===== src/rtl/mem_stage.sv =====
// Memory stage of the RV32I pipeline: word-wide data-memory requests, stall/flush/redirect,
// forwarding to execute and the writeback register. Optional counters under MEM_PERF_EN.
module mem_stage #(
  parameter int unsigned XLEN   = 32,
  parameter int unsigned PERF_W = 32
) (
  input  logic            clk,
  input  logic            rst,
  input  logic            regwrite,
  input  logic            loadF,
  input  logic            storeF,
  input  logic            jalF,
  input  logic            jalrF,
  input  logic [XLEN-1:0] target,
  input  logic [XLEN-1:0] result,
  input  logic [XLEN-1:0] store_data,
  input  logic            branch_cond,
  input  logic [4:0]      regDF,
  output logic            stall,
  output logic            branch_flush,
  output logic            jal_flush,
  output logic [XLEN-1:0] redirect_pc,
  output logic [4:0]      regD_mem,
  output logic [XLEN-1:0] regD_val_mem,
  output logic            regwrite_mem,
  output logic            dmem_req_valid,
  input  logic            dmem_req_ready,
  output logic            dmem_req_we,
  output logic [XLEN-1:0] dmem_req_addr,
  output logic [XLEN-1:0] dmem_req_wdata,
  input  logic            dmem_rvalid,
  input  logic [XLEN-1:0] dmem_rdata,
  output logic            wb_regwrite,
  output logic [4:0]      wb_regD,
  output logic [XLEN-1:0] wb_val
`ifdef MEM_PERF_EN
  ,
  output logic [PERF_W-1:0] perf_stall_cycles,
  output logic [PERF_W-1:0] perf_loads,
  output logic [PERF_W-1:0] perf_stores
`endif
);

  localparam logic [1:0] IDLE      = 2'd0;
  localparam logic [1:0] REQ_WAIT  = 2'd1;
  localparam logic [1:0] RESP_WAIT = 2'd2;

  logic [1:0]      state_q, state_d;
  logic            wb_regwrite_q, wb_regwrite_d;
  logic [4:0]      wb_regD_q, wb_regD_d;
  logic [XLEN-1:0] wb_val_q, wb_val_d;

  logic mem_op, req_fire, load_completing, rd_nonzero;

  assign mem_op          = loadF | storeF;
  assign rd_nonzero      = (regDF != 5'd0);
  assign load_completing = (state_q == RESP_WAIT) && dmem_rvalid && !rst;
  assign req_fire        = dmem_req_valid && dmem_req_ready;

  // Request fields come straight from the held upstream inputs, so they stay stable in REQ_WAIT.
  assign dmem_req_valid = !rst && (((state_q == IDLE) && mem_op) || (state_q == REQ_WAIT));
  assign dmem_req_we    = storeF;
  assign dmem_req_addr  = {result[XLEN-1:2], 2'b00};
  assign dmem_req_wdata = storeF ? store_data : '0;

  always_comb begin
    state_d = state_q;
    stall   = 1'b0;
    case (state_q)
      IDLE: begin
        if (mem_op) begin
          if (!dmem_req_ready) begin
            state_d = REQ_WAIT;
            stall   = 1'b1;
          end else if (loadF) begin
            state_d = RESP_WAIT;
            stall   = 1'b1;
          end
        end
      end
      REQ_WAIT: begin
        stall = 1'b1;
        if (dmem_req_ready) begin
          if (storeF) begin
            state_d = IDLE;
            stall   = 1'b0;
          end else begin
            state_d = RESP_WAIT;
          end
        end
      end
      RESP_WAIT: begin
        stall = 1'b1;
        if (dmem_rvalid) begin
          state_d = IDLE;
          stall   = 1'b0;
        end
      end
      default: state_d = IDLE;
    endcase
    if (rst) begin
      state_d = IDLE;
      stall   = 1'b0;
    end
  end

  assign branch_flush = branch_cond;
  assign jal_flush    = jalF | jalrF;
  assign redirect_pc  = (branch_flush || jal_flush) ? target : '0;

  // A load not yet completing has no value to forward.
  assign regD_mem     = regDF;
  assign regD_val_mem = load_completing ? dmem_rdata : result;
  assign regwrite_mem = regwrite && rd_nonzero && !(loadF && !load_completing);

  always_comb begin
    wb_regwrite_d = 1'b0;
    wb_regD_d     = wb_regD_q;
    wb_val_d      = wb_val_q;
    if (!stall) begin
      wb_regwrite_d = regwrite && rd_nonzero;
      wb_regD_d     = regDF;
      wb_val_d      = loadF ? dmem_rdata : result;
    end
  end

  always_ff @(posedge clk or posedge rst) begin
    if (rst) begin
      state_q       <= IDLE;
      wb_regwrite_q <= 1'b0;
      wb_regD_q     <= 5'd0;
      wb_val_q      <= '0;
    end else begin
      state_q       <= state_d;
      wb_regwrite_q <= wb_regwrite_d;
      wb_regD_q     <= wb_regD_d;
      wb_val_q      <= wb_val_d;
    end
  end

  assign wb_regwrite = wb_regwrite_q;
  assign wb_regD     = wb_regD_q;
  assign wb_val      = wb_val_q;

`ifdef MEM_PERF_EN
  logic [PERF_W-1:0] perf_stall_q, perf_stall_d;
  logic [PERF_W-1:0] perf_loads_q, perf_loads_d;
  logic [PERF_W-1:0] perf_stores_q, perf_stores_d;

  // Saturating: counters stick at all-ones rather than wrapping.
  always_comb begin
    perf_stall_d  = perf_stall_q;
    perf_loads_d  = perf_loads_q;
    perf_stores_d = perf_stores_q;
    if (stall && (perf_stall_q != '1))
      perf_stall_d = perf_stall_q + 1'b1;
    if (load_completing && (perf_loads_q != '1))
      perf_loads_d = perf_loads_q + 1'b1;
    if (req_fire && dmem_req_we && (perf_stores_q != '1))
      perf_stores_d = perf_stores_q + 1'b1;
  end

  always_ff @(posedge clk or posedge rst) begin
    if (rst) begin
      perf_stall_q  <= '0;
      perf_loads_q  <= '0;
      perf_stores_q <= '0;
    end else begin
      perf_stall_q  <= perf_stall_d;
      perf_loads_q  <= perf_loads_d;
      perf_stores_q <= perf_stores_d;
    end
  end

  assign perf_stall_cycles = perf_stall_q;
  assign perf_loads        = perf_loads_q;
  assign perf_stores       = perf_stores_q;
`else
  logic        unused_bits;
  logic [31:0] unused_perf_w;
  assign unused_bits   = ^{result[1:0], req_fire};
  assign unused_perf_w = PERF_W;
`endif

endmodule

===== config.mk =====
export PLATFORM = sky130hd
export DESIGN_NAME = mem_stage
export DESIGN_NICKNAME = d
export VERILOG_FILES = /design/src/rtl/mem_stage.sv
export SDC_FILE = /design/constraint.sdc
export NUM_CORES = 1
export LEC_CHECK = 0
export ABC_CLOCK_PERIOD_IN_PS = 3300
export BUFFER_PORTS_ARGS = -buffer_cell sky130_fd_sc_hd__clkbuf_2
export CAP_MARGIN = 20
export CORE_AREA = 8 8 117 119
export DETAILED_ROUTE_END_ITERATION = 12
export DIE_AREA = 0 0 125 127
export GPL_TIMING_DRIVEN = 0
export HOLD_SLACK_MARGIN = 0.08
export SLEW_MARGIN = 20
export SYNTH_ARGS = -nofsm -noshare
export SYNTH_HDL_FRONTEND = slang
export SYNTH_SLANG_ARGS = --single-unit

===== constraint.sdc =====
create_clock -name clk -period 3.3 [get_ports clk]
set_clock_uncertainty 0.05 [all_clocks]
set_input_delay 0.165 -clock clk [delete_from_list [all_inputs] [get_ports clk]]
set_output_delay 0.165 -clock clk [all_outputs]
set_load 0.02 [all_outputs]

## Word level (Yosys, flattened, before mapping)

Index checks and enable logic that the tools add are counted.

| operators by class | value |
|---|---|
| equal/unequal tests | 6 |
| multiplexer cells | 21 |
| bitwise gates (word level) | 2 |
| reductions and logical operators | 15 |

Operator list:

| cell | number |
|---|---|
| $mux 32 | 4 |
| $mux 2 | 7 |
| $ne 3x3->1 const B | 3 |
| $mux 1 | 8 |
| $logic_and 1x1->1 | 7 |
| $pmux 2 s3 | 1 |
| $reduce_bool 5->1 | 1 |
| $ne 4x4->1 const B | 1 |
| $reduce_and 4->1 | 1 |
| $logic_not 1->1 | 3 |
| $pmux 1 s3 | 1 |
| $eq 2x1->1 const B | 1 |
| $eq 2x2->1 const B | 1 |
| $logic_not 2->1 | 1 |
| $logic_or 1x1->1 | 2 |
| $or 1x1->1 | 2 |

| word-level totals | value |
|---|---|
| register bits after elaboration | 40 |
| bits of input ports | 143 |
| output and inout bits | 177 |
| logic and storage cells | 48 |

## Longest topological paths before layout

Gate-level depths: netlist (run 1).

| logic depth | value |
|---|---|
| word-level depth | 7 |
| mapped depth | 7 |
| gate-level depth less buffers | 4 |

## Worst setup path after synthesis (run 1)

Ideal clock, no wire load.

| timing path | value |
|---|---|
| kind | register to register |
| start | reg state_q[1] |
| end | reg wb_regD_q[0] (netlist: wb_regD[0]) |
| library setup time | 0.125 ns |
| arrival | 1.436 ns |
| data required time | 3.125 ns |
| slack | 1.689 ns |
| stages on the path, launching flop included | 7 |
| buffers on the path | 2 |
| period minus slack after synthesis | 1.611 ns |
| cells stage by stage | dfrtp_1 nand2_2 o21ai_2 o31ai_4 buf_6 buf_8 mux2_4 |

| between the ends | value |
|---|---|
| longest elaborated chain between the ends | 3 |
| elaborated cells on any way between the ends | 5 |
| classes of those cells | 2 x eq/ne; 2 x mux; 1 x reduce/logical |

RTL lines:

| what | RTL line | text |
|---|---|---|
| from (decl) | 48 | `logic [1:0] state_q, state_d;` |
| from (signal assigned) | 134 | `state_q <= state_d;` |
| $eq 2x2->1, or another cell as far along | 69 | `case (state_q)` |
| $pmux 1 s3 (*) | 69 |  |
| $mux 1 (*) | 101 | `if (rst) begin` |
| to (signal assigned) | 136 | `wb_regD_q <= wb_regD_d;` |
| to (decl) | 50 | `logic [4:0] wb_regD_q, wb_regD_d;` |

Every way passes the cells marked *; elsewhere a longest branch is shown, timed or not.
A chain may end at the register's enable or synchronous reset.

## Worst setup path in the final report (run 1)

| timing path | value |
|---|---|
| start | in rst |
| end | out regD_val_mem[15] |

| between the ends | value |
|---|---|
| longest elaborated chain between the ends | 3 |

RTL lines:

| what | RTL line | text |
|---|---|---|
| from (decl) | 8 | `input logic rst,` |
| $logic_not 1->1 (no line) | - |  |
| $logic_and 1x1->1 | 57 | `assign load_completing = (state_q == RESP_WAIT) && dmem_rvalid && !rst;` |
| $mux 32 | 113 | `assign regD_val_mem = load_completing ? dmem_rdata : result;` |
| to (decl) | 24 | `output logic [XLEN-1:0] regD_val_mem,` |

Every way passes these cells.

==> impl_results.md, run 1 <==
* Area after DPL at 4930 sq um
* Post-synth top cells: mux2_2, buf_4, dfrtp_1
* Finish-stage setup viols at 0
* DIE AREA at 15900 sq um
* CP max stage delay at 0.55 ns
* Post-route clock period utilization at 70.7%
* Lkg Pwr at 0.00281 uW
* Worst EP arrival at 2.12 ns
* Number of flops mapped to enable cells by yosys at 0
* Post-DR vias/cell at 4.29
* Global-route wire length before repair at 19800 um
* Setup bufs post-CTS at 0
* CP Launch Type: input port
* Synth top area share at 31.8%
* Iteration-0 DRC Markers at 68
* Setup slack, reg-to-reg at 1.52 ns
* Non-Filler Instances at 764
* GPL Wtd Cong at 0.908
* Hpwl dp at 11700 um
* Setup TNS at 0 ns
* Clock buffer depth at 2
* Area leader, netlist: dfrtp_1
* Cells after Synth at 289
* Root Buffer: clkbuf_16
* Post-Synthesis Cell Area at 3150 sq um
* Top-count cell post-synth: mux2_2
* Die width at 125 um
* Number of port buffers at 314
* Achievable clock frequency at 428 MHz
* Clk pin slew, worst setup/hold paths at 0.06 ns
* Synth warnings at 0
* Initial antenna violation count at 2
* Hold slack final at 0.0939 ns
* IO Pins at 320
* Sequential-to-total area share from yosys stat at 31.8%
* Vias at 3277
* Clock Latency Late Sink at 0.28 ns
* Max-cap viol count at 0
* Hold Path Class: in2reg
* Slew @ Worst Pin at 0.589 ns
* DRC Markers at 0
* Crit path cell chain: dlygate4sd3_1, buf_2, nor3_4, buf_4, mux2_1, clkbuf_2
* Ranking of synthesized cells by area: dfrtp_1, mux2_2, buf_4, mux2_1, and2_1
* H-tree depth at 2
* Post-DR wirelength/cell at 17.2 um
* Post-Route WL at 13200 um
* Post-route cell area at 5140 sq um
* Fin. Hold Viols at 0
* Post-placement cell count at 752
* Initial Util at 26.7%
* Total Power at 2030 uW
* Outcome: completed
* Gr usage total at 15.6%
* Worst-path fanout max at 10
* Kind of critical path: in2out
* 1st-pass router iterations at 4
* Synth unique cells at 27
* Nets at 757
* Post-route ant nets at 0
* Max VDD drop at 0.220 mV
* Relative slew slack at 60.7%
* Power Density at 395 nW/um^2
* Post-route minimum period at 2.33 ns
* Post-synth top flop: dfrtp_1
* Asr flop ratio synth at 100%
* Row Count at 40
* Register bit count reported by yosys at 40
* Fin. max-slew vios at 0
* RSZ-0062 raised after global routing: no
* P&R area growth vs syn at 63.1%
* Synthesized area per cell at 10.9 sq um
* CP endpoint kind: primary output
* Largest net degree at the start of global routing at 30
* Worst Path Required at 3.08 ns
* Layout cell share with drive strength beyond 1 at 73.5%
* Vias in the first global route at 3657
* Die Ht at 127 um
* Cts bufs inserted at 5
* CTS tree: yes
* CP max stage cell: dlygate4sd3_1
* Clock sinks at 40
* Fillers at 1170
* Grt ovf at 0
* CORE AREA at 11800 sq um
logic make-up after synthesis:
logic type,Yosys count,share of synthesized area (%)
mux,101,37.3
simple gates,78,15.2
buf+inv,62,13.5
flops,40,31.8
compound gates,7,2.10
other cells,1,0.119
worst max-delay path: cells and delay by family:
family        cells  cell delay (ns)
simple gates      1             0.40
buf+inv           4             1.21
mux               1             0.34
cells in the final DEF, fill, tap and decap left out, drive strengths merged, types with 3 or more instances in the layout:
cell type  synthesis  final
nor2               6      6
nor2b             32     32
nor3               3      3
inv                3      3
dfrtp             40     40
mux2             101    101
buf               51     52
clkbuf             8    329
and2              32     32
state kept, by name, summed over array words and instances, names as in the netlist:
register     cells
state_q          2
wb_regD          5
wb_regwrite      1
wb_val          32
power breakdown:
part | total, uW | internal (uW) | leakage, uW | switching, uW
clock | 590 | 398 | 0.0000901 | 192
combinational | 832 | 367 | 0.00225 | 465
sequential | 608 | 567 | 0.000471 | 40.4
total | 2030 | 1330 | 0.00281 | 697
path summary, 6_finish.rpt:
kind / startpoint / end / cells past startpoint
min: regwrite / wb_regwrite / 3
max in group asynchronous: rst / wb_val[11] / 4
min in group asynchronous: rst / wb_val[19] / 3
min reg2reg: wb_val[23] / wb_val[23] / 1
max reg2reg: state_q[1] / wb_val[30] / 6
max: rst / regD_val_mem[15] / 6
what timing repair did:
item / 4_1_cts / 5_1_grt
endpoints found under the hold margin: 12 / 0
resized for setup: 0 / 0
hold buffers: 2 / 0
routing by layer:
| metal | vias to the layer above | GRT usage (%) | wire (um) |
|---|---|---|---|
| li1 | 1582 | - | - |
| met1 | 1511 | 15.3 | 4790 |
| met2 | 175 | 30.2 | 7170 |
| met3 | 9 | 5.57 | 1070 |
| met4 | 0 | 4.80 | 146 |
| met5 | - | 0 | 0 |
cell type report:
class / instances / area, sq um / area share [%]
Buffer: 59 / 414 / 8.06
Sequential cell: 40 / 1000 / 19.5
Clock buffer: 7 / 153 / 2.97
Tap cell: 147 / 184 / 3.58
Antenna cell: 2 / 5.00 / 0.0974
Inverter: 3 / 11.3 / 0.219
Multi-Input combinational cell: 188 / 1730 / 33.6
Clock inverter: 1 / 30.0 / 0.585
Timing Repair Buffer: 317 / 1610 / 31.4
stage by stage:
| step | util (%) | worst slack (ns) |
|---|---|---|
| 6_report | 43.5 | 0.966 |
| 5_1_grt | 43.5 | 0.841 |
| 4_1_cts | 43.5 | 0.880 |
| 3_5_place_dp | 41.7 | 1.30 |
| 3_3_place_gp | 41.6 | 1.33 |
| 2_1_floorplan | - | 1.69 |
Power figures use the tool's default switching activity.
==> inputs of run 2 (changes only) <==
ABC_AREA = 1   (was unset)
ABC_CLOCK_PERIOD_IN_PS = 2250   (was 3300)
CORE_AREA = 8 8 119 121   (was 8 8 117 119)
DIE_AREA = 0 0 127 129   (was 0 0 125 127)
clock period = 2.25 ns   (was 3.3 ns; I/O delays follow)
==> impl_results.md, run 2 <==
* Outcome: completed (unchanged)
* Asr flop ratio synth at 100% (unchanged)
* CP endpoint kind: primary output (unchanged)
* Final core utilization at 43.2% (was 43.5%)
* GPL Wtd Cong at 0.856 (was 0.908)
* Top-count cell post-synth: nand2_1 (was mux2_2)
* Post-route minimum period at 2.04 ns
* Number of flops mapped to enable cells by yosys at 0 (unchanged)
* Area leader, netlist: dfrtp_1 (unchanged)
* Commonest non-fill, non-tap cell in the layout: clkbuf_2 (unchanged)
* Relative slew slack at 56.9% (was 60.7%)
* Internal power at 1830 uW (was 1330 uW)
* Finish-stage setup viols at 0 (unchanged)
* Register bit count reported by yosys at 40 (unchanged)
* Clock Latency Late Sink at 0.28 ns (about the same)
* Iteration-0 DRC Markers at 163 (was 68)
* Post-DR vias/cell at 4.22 (was 4.29)
* Clock buffer depth at 2 (unchanged)
* CTS tree: yes (unchanged)
* Most frequent cells in the layout: clkbuf_2, nand2_1, inv_1, nor2_1, o21ai_0 (was clkbuf_2, mux2_2, buf_4, dfrtp_1)
* Clock share of power at 27.5% (was 29.1%)
* Clk pin slew, worst setup/hold paths at 0.07 ns (was 0.06 ns)
* DIE AREA at 16400 sq um (was 15900 sq um)
* Fin. max-slew vios at 0 (unchanged)
* Vias in the first global route at 4452 (was 3657)
* Post-route clock period utilization at 90.8%
* Dpl ws at 0.503 ns (was 1.30 ns)
* Synth unique cells at 19 (was 27)
* Synth top area share at 30.2% (was 31.8%)
* Fin. Hold Viols at 0 (unchanged)
* Cts bufs inserted at 5 (unchanged)
* Vias at 4366 (was 3277)
* Max VDD drop at 0.242 mV (was 0.220 mV)
* Reg-to-reg startpoint: state_q[0] (was state_q[1])
* Achievable clock frequency at 490 MHz
* Worst-path fanout max at 10 (unchanged)
* Hpwl dp at 12900 um (was 11700 um)
* Initial antenna violation count at 1 (was 2)
* Number of port buffers at 316 (was 314)
* Critical path startpoint: state_q[1] (was rst)
* Max reg flops at 32 (unchanged)
* Power Density at 568 nW/um^2 (was 395 nW/um^2)
* CORE AREA at 12300 sq um (was 11800 sq um)
* Non-Filler Instances at 1035 (was 764)
* 1st-pass router iterations at 4 (unchanged)
* Die Ht at 129 um (was 127 um)
* Max-cap viol count at 0 (unchanged)
* Row Count at 41 (was 40)
* Die width at 127 um (was 125 um)
* Synthesized area per cell at 5.99 sq um (was 10.9 sq um)
* Post-route setup slack at 0.207 ns (was 0.966 ns)
* Global-route wire length before repair at 22900 um (was 19800 um)
* Worst EP arrival at 1.88 ns (was 2.12 ns)
* Nets at 1026 (was 757)
* CP Launch Type: register (was input port)
* Setup bufs post-CTS at 0 (unchanged)
* Layout cell share with drive strength beyond 1 at 44.7% (was 73.5%)
* Gr usage total at 17.6% (was 15.6%)
* Sw Pwr at 1200 uW (was 697 uW)
* Post-Synthesis Cell Area at 3310 sq um (was 3150 sq um)
* Post-placement cell count at 1020 (was 752)
* Grt ovf at 0 (unchanged)
* Hold Path Class: in2async (was in2reg)
* P&R area growth vs syn at 60.7% (was 63.1%)
* Root Buffer: clkbuf_16 (unchanged)
* Lkg Pwr at 0.00363 uW (was 0.00281 uW)
* Clock sinks at 40 (unchanged)
* DRC Markers at 0 (unchanged)
* Synth warnings at 0 (unchanged)
* Post-synth top flop: dfrtp_1 (unchanged)
* Post-Route WL at 15300 um (was 13200 um)
* Largest net degree at the start of global routing at 50 (was 30)
* Switching Share at 39.6% (was 34.4%)
* Sequential-to-total area share from yosys stat at 30.2% (was 31.8%)
* Post-synth top cells: nand2_1, inv_1, nor2_1 (was mux2_2, buf_4, dfrtp_1)
* Gate power share at 43.2% (was 41.0%)
* Reg power frac at 29.3% (was 29.9%)
* Post-DR wirelength/cell at 14.7 um (was 17.2 um)
* Slew @ Worst Pin at 0.646 ns (was 0.589 ns)
* Cells after Synth at 553 (was 289)
* Post-route ant nets at 0 (unchanged)
* H-tree depth at 2 (unchanged)
* Initial Util at 26.9% (was 26.7%)
* Setup TNS at 0 ns (unchanged)
* Worst Path Required at 2.09 ns (was 3.08 ns)
* IO Pins at 320 (unchanged)
* RSZ-0062 raised after global routing: no (unchanged)
* Kind of critical path: reg2out (was in2out)
* Ranking of synthesized cells by area: dfrtp_1, nand2_1, inv_1, buf_4, o21ai_0 (was dfrtp_1, mux2_2, buf_4, mux2_1, and2_1)
[run 2: final cells by class]
cell class                      count  area (sq um)
Fill cell                        1376          6990
Clock inverter                      3          46.3
Inverter                          103           387
Buffer                             72           498
Multi-Input combinational cell    339          1430
Sequential cell                    40          1000
Timing Repair Buffer              322          1640
Tap cell                          150           188
Clock buffer                        5           125
Antenna cell                        1          2.50
[run 2: per-layer routing]
layer  share of wire, %  global-route usage [%]
met2                 52                    33.2
met1                 37                    17.6
met4                1.2                    4.83
met3                 10                    6.95
met5                  0                       0
[run 2: kinds of logic (layout without fill, tap and decap cells)]
family | after synthesis | after routing | synth area share [%]
AND/OR/NAND/NOR | 268 | 268 | 32.6
buffers and inverters | 175 | 505 | 26.6
AO/OA/AOI/OAI | 69 | 69 | 10.4
flip-flops | 40 | 40 | 30.2
other | 1 | 3 | 0.113
[run 2: what timing repair did]
| item | CTS | global route |
|---|---|---|
| hold endpoints to repair | 6 | 0 |
| hold buffers | 6 | 0 |
| gates resized for setup | 0 | 0 |
[run 2: worst paths after layout]
kind / to / slack (ns) / cells after the start
setup / recovery: regD_val_mem[7] / 0.21 / 8
hold / removal: wb_val[27] / 0.08 / 3
setup reg to reg: wb_val[19] / 0.70 / 8
hold reg to reg: wb_val[18] / 0.46 / 2
max in group asynchronous: wb_val[6] / 1.65 / 3
min in group clk: wb_val[5] / 0.09 / 5
[run 2: worst max-delay path, cell delays in order, from the launching register on]
cell and delay (ns):
dfrtp_1 0.39, inv_2 0.08, nor2_1 0.06, nand3_1 0.09, buf_2 0.24, buf_2 0.32
nor2_1 0.08, a21oi_1 0.14, clkbuf_2 0.20
[run 2: power by group through the flow]
stage	registers, uW	clock network (uW)	logic, uW
global route	898	883	1440
detailed placement	897	0	1320
CTS	884	851	1330
global placement	892	0	1320
floorplan	1020	0	649
finish	885	831	1300
[run 2: per-stage QoR]
stage                     power, uW  hold slack, ns  instance area [sq um]
after global routing           3220           0.117                   5320
after floorplan                1670           0.172                   3310
final                          3020          0.0837                   5320
after detailed placement       2220           0.305                   5090
after CTS                      3070          0.0811                   5320
after global placement         2210           0.303                   5080
